==> config.mk <==
export PLATFORM = sky130hd
export DESIGN_NAME = uartprobe_rx
export DESIGN_NICKNAME = d
export VERILOG_FILES = /design/src/rtl/uartprobe_rx.sv
export SDC_FILE = /design/constraint.sdc
export NUM_CORES = 1
export LEC_CHECK = 0
export CELL_PAD_IN_SITES_DETAIL_PLACEMENT = 0
export CELL_PAD_IN_SITES_GLOBAL_PLACEMENT = 2
export CORE_MARGIN = 2
export CORE_UTILIZATION = 42
export DETAILED_ROUTE_END_ITERATION = 8
export PLACE_DENSITY_LB_ADDON = 0.08
export SYNTH_ARGS = -nofsm -noshare
export SYNTH_HDL_FRONTEND = slang
export SYNTH_SLANG_ARGS = --single-unit
==> constraint.sdc <==
create_clock -name clk -period 2.78 [get_ports clk]
set_clock_uncertainty 0.05 [all_clocks]
set_input_delay 0.417 -clock clk [delete_from_list [all_inputs] [get_ports clk]]
set_output_delay 0.417 -clock clk [all_outputs]
set_load 0.1 [all_outputs]
==> src/rtl/uartprobe_rx.sv <==
// uartprobe_rx: 8N1 UART receiver with a small byte FIFO.
// The pin is double-synchronised. A mid-bit sampling FSM recovers each frame,
// and good bytes are buffered for a valid/ready consumer.
module uartprobe_rx #(
  parameter int CYCLES_PER_BIT = 868,
  parameter int FIFO_DEPTH     = 4
) (
  input  logic       clk,
  input  logic       aresetn,
  input  logic       uart_rx,
  output logic [7:0] rx_data,
  output logic       rx_valid,
  input  logic       rx_ready,
  output logic       rx_frame_err,
  output logic       rx_overflow,
  output logic       rx_busy
);

  localparam int CW = $clog2(CYCLES_PER_BIT);
  localparam int H  = CYCLES_PER_BIT / 2;
  localparam int AW = $clog2(FIFO_DEPTH);

  // The counter is cleared on the edge where the start bit is seen (k=0).
  // On edge k it therefore holds k-1. This gives a half-bit sample at
  // cnt==H-1 and full-bit samples at cnt==CPB-1 after each re-clear.
  localparam logic [CW-1:0] C_HALF = CW'(H - 1);
  localparam logic [CW-1:0] C_LAST = CW'(CYCLES_PER_BIT - 1);

  typedef enum logic [2:0] {
    S_HUNT,
    S_IDLE,
    S_START,
    S_DATA,
    S_STOP
  } state_t;

  state_t          r_state, w_nstate;
  logic            r_sync1, r_sync2;
  logic [CW-1:0]   r_cnt;
  logic [2:0]      r_bit;
  logic [7:0]      r_shift;
  logic            r_frame_err, r_overflow;
  logic [7:0]      r_mem [FIFO_DEPTH];
  logic [AW:0]     r_wr, r_rd;

  logic w_rx_s, w_half, w_last;
  logic w_cnt_clr, w_bit_clr, w_shift_en, w_push, w_ferr;
  logic w_empty, w_full, w_pop, w_wr_en, w_drop;

  assign w_rx_s = r_sync2;
  assign w_half = (r_cnt == C_HALF);
  assign w_last = (r_cnt == C_LAST);

  // Two-flop synchroniser. Both flops reset to idle-high.
  always_ff @(posedge clk or negedge aresetn) begin
    if (!aresetn) begin
      r_sync1 <= 1'b1;
      r_sync2 <= 1'b1;
    end else begin
      r_sync1 <= uart_rx;
      r_sync2 <= r_sync1;
    end
  end

  // FSM state register.
  always_ff @(posedge clk or negedge aresetn) begin
    if (!aresetn) r_state <= S_HUNT;
    else          r_state <= w_nstate;
  end

  // Next-state and per-cycle control strobes.
  always_comb begin
    w_nstate   = r_state;
    w_cnt_clr  = 1'b0;
    w_bit_clr  = 1'b0;
    w_shift_en = 1'b0;
    w_push     = 1'b0;
    w_ferr     = 1'b0;
    case (r_state)
      S_HUNT: if (w_rx_s) w_nstate = S_IDLE;
      S_IDLE: begin
        if (!w_rx_s) begin
          w_nstate  = S_START;
          w_cnt_clr = 1'b1;
        end
      end
      S_START: begin
        if (w_half) begin
          w_cnt_clr = 1'b1;
          w_bit_clr = 1'b1;
          w_nstate  = w_rx_s ? S_IDLE : S_DATA;
        end
      end
      S_DATA: begin
        if (w_last) begin
          w_shift_en = 1'b1;
          if (r_bit == 3'd7) w_nstate = S_STOP;
        end
      end
      S_STOP: begin
        if (w_last) begin
          if (w_rx_s) begin
            w_push   = 1'b1;
            w_nstate = S_IDLE;
          end else begin
            w_ferr   = 1'b1;
            w_nstate = S_HUNT;
          end
        end
      end
      default: w_nstate = S_HUNT;
    endcase
  end

  // Bit-period counter, bit index and LSB-first shift register.
  always_ff @(posedge clk or negedge aresetn) begin
    if (!aresetn) begin
      r_cnt   <= '0;
      r_bit   <= '0;
      r_shift <= '0;
    end else begin
      r_cnt <= (w_cnt_clr || w_last) ? '0 : r_cnt + 1'b1;
      if (w_bit_clr)       r_bit <= '0;
      else if (w_shift_en) r_bit <= r_bit + 1'b1;
      if (w_shift_en) r_shift <= {w_rx_s, r_shift[7:1]};
    end
  end

  assign w_empty = (r_wr == r_rd);
  assign w_full  = (r_wr[AW] != r_rd[AW]) && (r_wr[AW-1:0] == r_rd[AW-1:0]);
  assign w_pop   = !w_empty && rx_ready;
  // When the FIFO is full, a pop in the same cycle frees the head slot. The
  // write lands in that slot while the read pointer moves past it.
  assign w_wr_en = w_push && (!w_full || w_pop);
  assign w_drop  = w_push && w_full && !w_pop;

  // FIFO storage and pointers.
  always_ff @(posedge clk or negedge aresetn) begin
    if (!aresetn) begin
      r_wr <= '0;
      r_rd <= '0;
      for (int i = 0; i < FIFO_DEPTH; i++) r_mem[i] <= '0;
    end else begin
      if (w_wr_en) begin
        r_mem[r_wr[AW-1:0]] <= r_shift;
        r_wr                <= r_wr + 1'b1;
      end
      if (w_pop) r_rd <= r_rd + 1'b1;
    end
  end

  // One-cycle status pulses, registered after the stop-bit sample edge.
  always_ff @(posedge clk or negedge aresetn) begin
    if (!aresetn) begin
      r_frame_err <= 1'b0;
      r_overflow  <= 1'b0;
    end else begin
      r_frame_err <= w_ferr;
      r_overflow  <= w_drop;
    end
  end

  assign rx_data      = r_mem[r_rd[AW-1:0]];
  assign rx_valid     = !w_empty;
  assign rx_frame_err = r_frame_err;
  assign rx_overflow  = r_overflow;
  assign rx_busy      = (r_state == S_START) || (r_state == S_DATA) ||
                        (r_state == S_STOP);

endmodule

==> results of run 1 <==
==> sequential cells by signal (all words and copies together), names as in the netlist <==
name / count
r_cnt: 10
r_wr: 3
r_state: 3
r_mem: 32
rx_overflow: 1
rx_frame_err: 1
r_bit: 3
r_sync2: 1
r_shift: 8
r_sync1: 1
r_rd: 3
==> Yosys cell counts (all sizes together) <==
cell     instances  share of area [%]
or3b             1               0.37
nand3            6               0.99
o22ai            1               0.21
nand2b           1               0.21
nor3b            2               0.49
a2bb2oi          1               0.29
nor2            15                1.8
dfrtp           64                 53
nand2           16                3.0
nand4            2               0.41
o21ai            7                1.1
and3             1               0.21
a22o             2               0.58
buf              2               0.33
nor3             9                1.8
mux2            43                 16
or3              2               0.58
nand4bb          1               0.37
xor2             2               0.58
inv              6               0.74
o31ai            1               0.25
a21oi            3               0.49
nor4bb           1               0.33
mux4             8                5.9
dfstp            2                1.7
o2bb2ai          1               0.29
nor4             1               0.21
ha               9                3.7
clkbuf           4               0.49
xnor2           14                4.0
==> metal layers <==
layer | wire, µm | track usage (%) | share of wire (%)
met3 | 124 | 3.51 | 2.1
met2 | 3070 | 28.7 | 53
met1 | 2540 | 21.1 | 44
met4 | 87 | 6.78 | 1.5
met5 | 0 | 0 | 0
==> final timing paths <==
path / to / slack (ps) / cells past startpoint
max in group asynchronous: r_cnt[1] / 1470 / 3
setup / recovery: r_mem[0] / 340 / 5
min in group asynchronous: r_rd[2] / 520 / 2
hold / removal: r_sync2 / 310 / 0
setup reg to reg: r_mem[0] / 340 / 5
hold reg to reg: r_sync2 / 310 / 0
==> placed cells by master (no fill, tap or decap), types with 2 or more instances in the layout <==
| master | netlist | routed |
|---|---|---|
| nor3_1 | 8 | 8 |
| o21ai_0 | 7 | 7 |
| clkdlybuf4s50_1 | 0 | 2 |
| a22o_1 | 2 | 2 |
| a21oi_1 | 3 | 3 |
| mux4_2 | 8 | 8 |
| inv_1 | 6 | 6 |
| xnor2_1 | 14 | 14 |
| bufinv_16 | 0 | 3 |
| nor3b_1 | 2 | 2 |
| clkinv_2 | 0 | 2 |
| clkbuf_8 | 0 | 9 |
| mux2_2 | 42 | 42 |
| nand2_4 | 4 | 4 |
| buf_4 | 0 | 21 |
| ha_1 | 9 | 9 |
| dfstp_2 | 2 | 2 |
| nor2_1 | 15 | 15 |
| xor2_1 | 2 | 2 |
| dfrtp_1 | 64 | 64 |
| nand4_1 | 2 | 2 |
| nand3_1 | 6 | 6 |
| nand2_1 | 12 | 12 |
==> worst max-delay path: stages, from the launching register on <==
cell,delay (ps)
dfrtp_1,430
or3b_4,440
or3_4,430
nor3_4,450
nand2_4,210
mux2_2,320
==> cells by family (layout without fill, tap and decap cells) <==
logic type	after synthesis	in the layout	share of synthesized area, %
AOI/OAI and AO/OA	16	16	3.24
xor gates and xnor gates	16	16	4.60
adders and majority gates	9	9	3.70
buffers and inverters	12	47	1.56
DFF	66	66	54.3
muxes	51	51	21.8
and+or+nand+nor	58	58	10.8
==> power by group <==
part / internal (mW) / leakage [nW] / switching (mW)
Clock: 0.596 / 0.120 / 0.369
Combinational: 0.115 / 0.709 / 0.167
Sequential: 1.01 / 0.898 / 0.0757
Total: 1.72 / 1.73 / 0.612
==> stage by stage <==
stage / util, % / setup slack, ps
after detailed placement: 46.6 / 336
after global routing: 50.1 / 170
final: 50.1 / 337
after floorplan: - / 255
after global placement: 46.6 / 377
after CTS: 50.1 / 329
==> cell type report <==
type,instances,area (µm²),share of cell area (%)
clock buffers,9,124,3.46
clock inverters,7,116,3.25
well taps,99,124,3.46
flip-flops and latches,66,1650,46.2
multi-input cells,150,1350,37.6
inverters,6,22.5,0.629
repair buffers,25,193,5.38
==> run_results.csv, run 1 <==
group,metric,value,unit
sta,setup_viol,0,
sta,holdWs,308,ps
floorplanning,rows,31,
sta,max_freq,0.409,GHz
hold_path,hp-start,"r_sync1",
route,drtIter0Drc,57,
sta,hold_violations,0,
clocking,clk_path_buf_depth,2,
global_route,grt_max_degree,26,
synth,syn_avg_cell_area,13.4,µm²
clocking,root_buffer,"clkbuf_8",
cells_and_area,fin_area,0.00358,mm²
placement,dp.cells,345,
pwr,vdd_drop_max,0.366,mV
cells_and_area,layout.cells.non_filler,362,
sta,worst_pin_slew,470,ps
cells_and_area,fillers,651,
route,drt_first_pass_iters,4,
hold_path,hold_class,"flop to flop",
pwr,power_leakage,1.73,nW
pwr,cellPowerDensity,653,mW/mm²
route,drt_wl_total,5820,µm
placement,io_buffers,15,
setup_path,critical_path_class,"flop to flop",
route,wl_per_cell,16.1,µm
floorplanning,start_util,42.7,%
setup_path,crit_required,2950,ps
placement,gp_congestion,0.833,
setup_path,worstPathArrival,2610,ps
placement,postPlaceCellArea,0.00333,mm²
cells_and_area,area_growth,17.5,%
clocking,h-tree-depth,3,
clocking,post-cts-setup-buffer-count,0,
route,ant_nets,0,
synth,synthesis.area,0.00305,mm²
clocking,cts_resized,0,
setup_path,worstSetupEndpointType,"flop",
floorplanning,io_pins,16,
sta,rsz0062_at_grt,"false",
global_route,antenna_found_initial,0,
floorplanning,die_w,89.2,µm
global_route,track_usage,16.9,%
synth,synth_fp_nets,241,
clocking,clk_pin_slew,70,ps
outcome,status,"finished clean",
setup_path,cp_max_fo,9,
sta,fin_crit,2440,ps
route,drc_errors,0,
synth,synth_cells,228,
placement,dp_hpwl,4170,µm
cells_and_area,layout.nets,271,
cells_and_area,antenna_cells,0,
global_route,first_global_vias,2081,
clocking,clock-sinks,66,
flow_run,maxCapViolCount,0,
route,vias,1834,
setup_path,r2r-start,"r_cnt[3]",
synth,seq_area_frac_synth,54.3,%
setup_path,crit_path_start,"r_cnt[3]",
floorplanning,die_h,89.2,µm
sta,finalMaxSlewViolations,0,
synth,yosysWarnings,0,
floorplanning,core-area,0.00714,mm²
sta,relSlewSlack,68.5,%
clocking,tritoncts,"done",
clocking,clk_latency,330,ps
clocking,ctsHoldBuffers,1,
pwr,total_power,2.34,mW
global_route,overflow,0,
sta,final.setup.tns,0,ps
route,viasPerCell,5.07,
cells_and_area,layout-drive-gt1-share,36.9,%
global_route,grt_pass1_wl,10000,µm
setup_path,start_kind,"flop",
synth,yosysUniqueCellTypes,34,
clocking,cts_made_buffers,9,
sta,fin_crit_sh,87.9,%
synth,ys_seq_elements,66,
floorplanning,dieArea,0.00795,mm²
(Power assumes the default switching activity.)
==> run 2, diff against run 1 <==
CAP_MARGIN = 5   (was default)
CORE_MARGIN = 5   (was 2)
==> run_results.csv, run 2 (same netlist as run 1, synthesis figures left out) <==
group,metric,value,unit
route,viasPerCell,5.03,
pwr,power_leakage,1.70,nW
clocking,cts_resized,0,
sta,max_freq,0.409,GHz
sta,fin_crit_sh,88.0,%
sta,hold_violations,0,
clocking,post-cts-setup-buffer-count,0,
clocking,root_buffer,"clkbuf_8",
clocking,cts_made_buffers,9,
cells_and_area,area_growth,16.1,%
pwr,p_clk_share,39.7,%
setup_path,crit_family,"simple AND/OR/NAND/NOR gates",
clocking,clk_path_buf_depth,2,
setup_path,start_kind,"flop",
cells_and_area,layout-drive-gt1-share,36.5,%
global_route,grt_pass1_wl,9710,µm
hold_path,hold_class,"primary input to async pin",
floorplanning,core-area,0.00718,mm²
clocking,tritoncts,"done",
global_route,first_global_vias,1947,
clocking,clk_latency,350,ps
route,drt_first_pass_iters,4,
sta,worst_pin_slew,834,ps
pwr,total_power,2.27,mW
route,drc_errors,0,
clocking,h-tree-depth,3,
cells_and_area,biggestRegsByFlops,"r_mem x32, r_cnt x10, r_shift x8",
setup_path,r2r-start,"r_cnt[0]",
global_route,track_usage,14.2,%
sta,finalMaxSlewViolations,0,
pwr,p_comb_share,12.6,%
placement,gp_congestion,0.722,
setup_path,slowest_delay,440,ps
setup_path,worstPathArrival,2620,ps
floorplanning,start_util,42.5,%
pwr,internal_power,1.64,mW
flow_run,maxCapViolCount,0,
sta,rsz0062_at_grt,"false",
cells_and_area,post-route-util,49.3,%
sta,holdWs,205,ps
floorplanning,io_pins,16,
cells_and_area,layout_commonest_cell,"dfrtp_1",
pwr,cellPowerDensity,641,mW/mm²
setup_path,cp_slowest_cell,"nor3_4",
placement,io_buffers,15,
placement,dp_hpwl,3780,µm
clocking,clk_pin_slew,70,ps
cells_and_area,layout.nets,268,
global_route,overflow,0,
setup_path,cp_cell_sequence,"ha_1, nand4bb_1, or3_4, nor3_4, nand2_4, mux2_1",
outcome,status,"finished clean",
sta,fin_crit,2450,ps
sta,setup_viol,0,
setup_path,crit_buf_inv,0,
placement,postPlaceCellArea,0.00331,mm²
pwr,power_switching,0.626,mW
route,ant_nets,0,
cells_and_area,largest_register,"r_mem",
route,wl_per_cell,15.5,µm
pwr,switching_share,27.6,%
route,drtIter0Drc,23,
floorplanning,rows,31,
clocking,clock-sinks,66,
global_route,antenna_found_initial,0,
route,vias,1806,
pwr,vdd_drop_max,0.289,mV
setup_path,crit_required,2950,ps
floorplanning,dieArea,0.00906,mm²
floorplanning,die_h,95.2,µm
setup_path,crit_path_start,"r_cnt[0]",
sta,relSlewSlack,44.4,%
cells_and_area,largest_register_ffs,32,
route,drt_wl_total,5570,µm
clocking,ctsHoldBuffers,0,
global_route,grt_max_degree,67,
cells_and_area,fin_area,0.00354,mm²
setup_path,critical_path_class,"flop to flop",
setup_path,cp_max_fo,8,
floorplanning,die_w,95.2,µm
cells_and_area,layout_common_cells,"dfrtp_1 (64), mux2_2 (42), buf_4 (19)",
setup_path,worstSetupEndpointType,"flop",
pwr,power_frac_seq,47.7,%
sta,final.setup.tns,0,ps
cells_and_area,antenna_cells,0,
[run 2: changes by cell type in the layout (fill, tap and decap cells not counted), sizes merged]
cell,before,now
bufinv,3,2
buf,22,20
dlygate4sd3,1,0
clkinvlp,1,2
[run 2: cell type report]
class,count,area [µm²]
Fill cell,651,3640
Sequential cell,66,1650
Multi-Input combinational cell,150,1350
Timing Repair Buffer,22,168
Clock buffer,9,124
Tap cell,99,124
Clock inverter,7,101
Inverter,6,22.5
[run 2: worst paths after layout]
| path | end | slack [ps] | cells after the start |
|---|---|---|---|
| max in group asynchronous | r_bit[1] | 1940 | 2 |
| min in group clk | r_sync2 | 310 | 0 |
| worst max-delay path | r_mem[8] | 330 | 6 |
| worst min register to register | r_sync2 | 310 | 0 |
| worst min-delay path | r_rd[2] | 200 | 2 |
| worst max register to register | r_mem[8] | 330 | 6 |
[run 2: layer usage]
metal	share of wire, %	wire, µm	vias to the layer above	track usage [%]
li1	-	-	870	-
met1	47	2610	909	17.8
met2	49	2720	18	23.2
met3	2.7	149	9	3.71
met4	1.8	99	0	6.13
met5	0	0	-	0
[run 2: stage by stage]
step	cells	setup slack, ps
2_1_floorplan	228	255
3_3_place_gp	343	342
3_5_place_dp	343	317
4_1_cts	359	304
5_1_grt	359	169
6_report	359	333
[run 2: power groups by stage]
| stage | clock network (mW) | logic (mW) | registers, mW |
|---|---|---|---|
| 2_1_floorplan | 0 | 0.228 | 1.07 |
| 3_3_place_gp | 0 | 0.294 | 1.10 |
| 3_5_place_dp | 0 | 0.296 | 1.10 |
| 4_1_cts | 0.924 | 0.295 | 1.08 |
| 5_1_grt | 0.969 | 0.328 | 1.09 |
| 6_report | 0.901 | 0.285 | 1.08 |
==> run 3, diff against run 2 <==
ABC_AREA = 0   (was default)
CORE_MARGIN = default   (was 5)
==> run_results.csv, run 3 (same netlist as run 1, synthesis figures left out) <==
group,metric,value,unit
clocking,cts_made_buffers,9,
placement,dpl_worst_slack,315,ps
sta,fin_crit_sh,87.8,%
pwr,switching_share,28.7,%
global_route,overflow,0,
sta,hold_violations,0,
setup_path,critical_path_class,"flop to flop",
clocking,post-cts-setup-buffer-count,0,
clocking,h-tree-depth,3,
route,drtIter0Drc,50,
floorplanning,core-area,0.00691,mm²
route,drc_errors,0,
pwr,p_clk_share,36.9,%
cells_and_area,largest_register_ffs,32,
pwr,power_switching,0.620,mW
flow_run,maxCapViolCount,0,
setup_path,cp_slowest_cell,"nor3_4",
pwr,power_frac_seq,50.3,%
global_route,antenna_found_initial,0,
placement,io_buffers,15,
floorplanning,io_pins,16,
setup_path,start_kind,"flop",
floorplanning,start_util,44.1,%
cells_and_area,layout.nets,268,
cells_and_area,antenna_cells,0,
cells_and_area,area_growth,15.4,%
route,viasPerCell,5.12,
route,wl_per_cell,15.2,µm
setup_path,cp_max_fo,8,
route,drt_wl_total,5430,µm
global_route,first_global_vias,1880,
pwr,vdd_drop_max,0.314,mV
setup_path,worstSetupEndpointType,"flop",
clocking,root_buffer,"clkbuf_8",
cells_and_area,fin_area,0.00352,mm²
clocking,tritoncts,"done",
floorplanning,rows,30,
pwr,internal_power,1.54,mW
global_route,grt_pass1_wl,9390,µm
floorplanning,die_w,87.2,µm
sta,fin_crit,2440,ps
setup_path,slowest_delay,450,ps
sta,max_freq,0.410,GHz
sta,final.setup.tns,0,ps
pwr,cellPowerDensity,615,mW/mm²
setup_path,reg2regPathDepth,6,
clocking,clk_latency,340,ps
cells_and_area,layout_commonest_cell,"dfrtp_1",
outcome,status,"finished clean",
sta,worst_pin_slew,599,ps
route,vias,1824,
route,ant_nets,0,
clocking,clk_pin_slew,80,ps
global_route,track_usage,16.8,%
sta,rsz0062_at_grt,"false",
clocking,clock-sinks,66,
global_route,grt_max_degree,42,
setup_path,cp_cell_sequence,"ha_1, nand4bb_1, or3_4, nor3_4, nand2_4, mux2_1",
placement,postPlaceCellArea,0.00332,mm²
setup_path,crit_required,2960,ps
sta,setup_viol,0,
cells_and_area,layout-drive-gt1-share,36.2,%
sta,finalMaxSlewViolations,0,
floorplanning,dieArea,0.00760,mm²
sta,fin_ws,339,ps
clocking,ctsHoldBuffers,0,
setup_path,worstPathArrival,2620,ps
placement,dp_hpwl,3620,µm
route,drt_first_pass_iters,4,
floorplanning,die_h,87.2,µm
cells_and_area,layout_common_cells,"dfrtp_1 (64), mux2_2 (42), buf_4 (18)",
pwr,power_leakage,1.69,nW
cells_and_area,largest_register,"r_mem",
placement,gp_congestion,0.867,
placement,dp.cells,340,
hold_path,hold_class,"primary input to async pin",
sta,relSlewSlack,60.1,%
cells_and_area,layout.cells.non_filler,356,
clocking,cts_resized,0,
pwr,p_comb_share,12.8,%
cells_and_area,biggestRegsByFlops,"r_mem x32, r_cnt x10, r_shift x8",
clocking,clk_path_buf_depth,2,
[run 3: area by class of cell]
| type | instances | area (µm²) |
|---|---|---|
| Multi-Input combinational cell | 150 | 1350 |
| Timing Repair Buffer | 22 | 180 |
| Tap cell | 96 | 120 |
| Fill cell | 650 | 3390 |
| Clock buffer | 10 | 128 |
| Sequential cell | 66 | 1650 |
| Inverter | 6 | 22.5 |
| Clock inverter | 6 | 67.6 |
[run 3: stage by stage]
stage / utilization [%] / total power, mW / hold slack, ps
after floorplan: - / 1.30 / 71.4
after global placement: 48.1 / 1.39 / 296
after detailed placement: 48.1 / 1.39 / 297
after CTS: 50.9 / 2.20 / 32.6
after global routing: 50.9 / 2.29 / 47.1
final: 50.9 / 2.16 / 24.6
[run 3: power groups by stage]
| stage | combinational, mW | sequential, mW | clock (mW) |
|---|---|---|---|
| CTS | 0.283 | 1.09 | 0.833 |
| finish | 0.278 | 1.09 | 0.799 |
| global placement | 0.282 | 1.10 | 0 |
| detailed placement | 0.283 | 1.10 | 0 |
| floorplan | 0.228 | 1.07 | 0 |
| global route | 0.315 | 1.10 | 0.882 |
[run 3: worst paths after layout]
check                      startpoint   endpoint  slack [ps]
min in group clk              r_sync1    r_sync2         320
setup reg to reg             r_cnt[0]   r_mem[8]         340
max in group asynchronous     aresetn    r_sync2        1970
setup / recovery             r_cnt[0]   r_mem[8]         340
hold / removal                aresetn  r_mem[24]          20
hold reg to reg               r_sync1    r_sync2         320
[run 3: routing by layer]
layer	track usage [%]	share of wire (%)	vias up
met5	0	0	-
met1	21.8	48	915
met2	26.6	47	26
met4	8.94	2.4	0
li1	-	-	872
met3	3.51	2.4	11
[run 3: worst max-delay path, delay by kind of cell (launching register included)]
| kind | cells | cell delay, ps |
|---|---|---|
| fa+ha+maj | 1 | 250 |
| mux | 1 | 340 |
| flops | 1 | 410 |
| simple gates | 4 | 1280 |
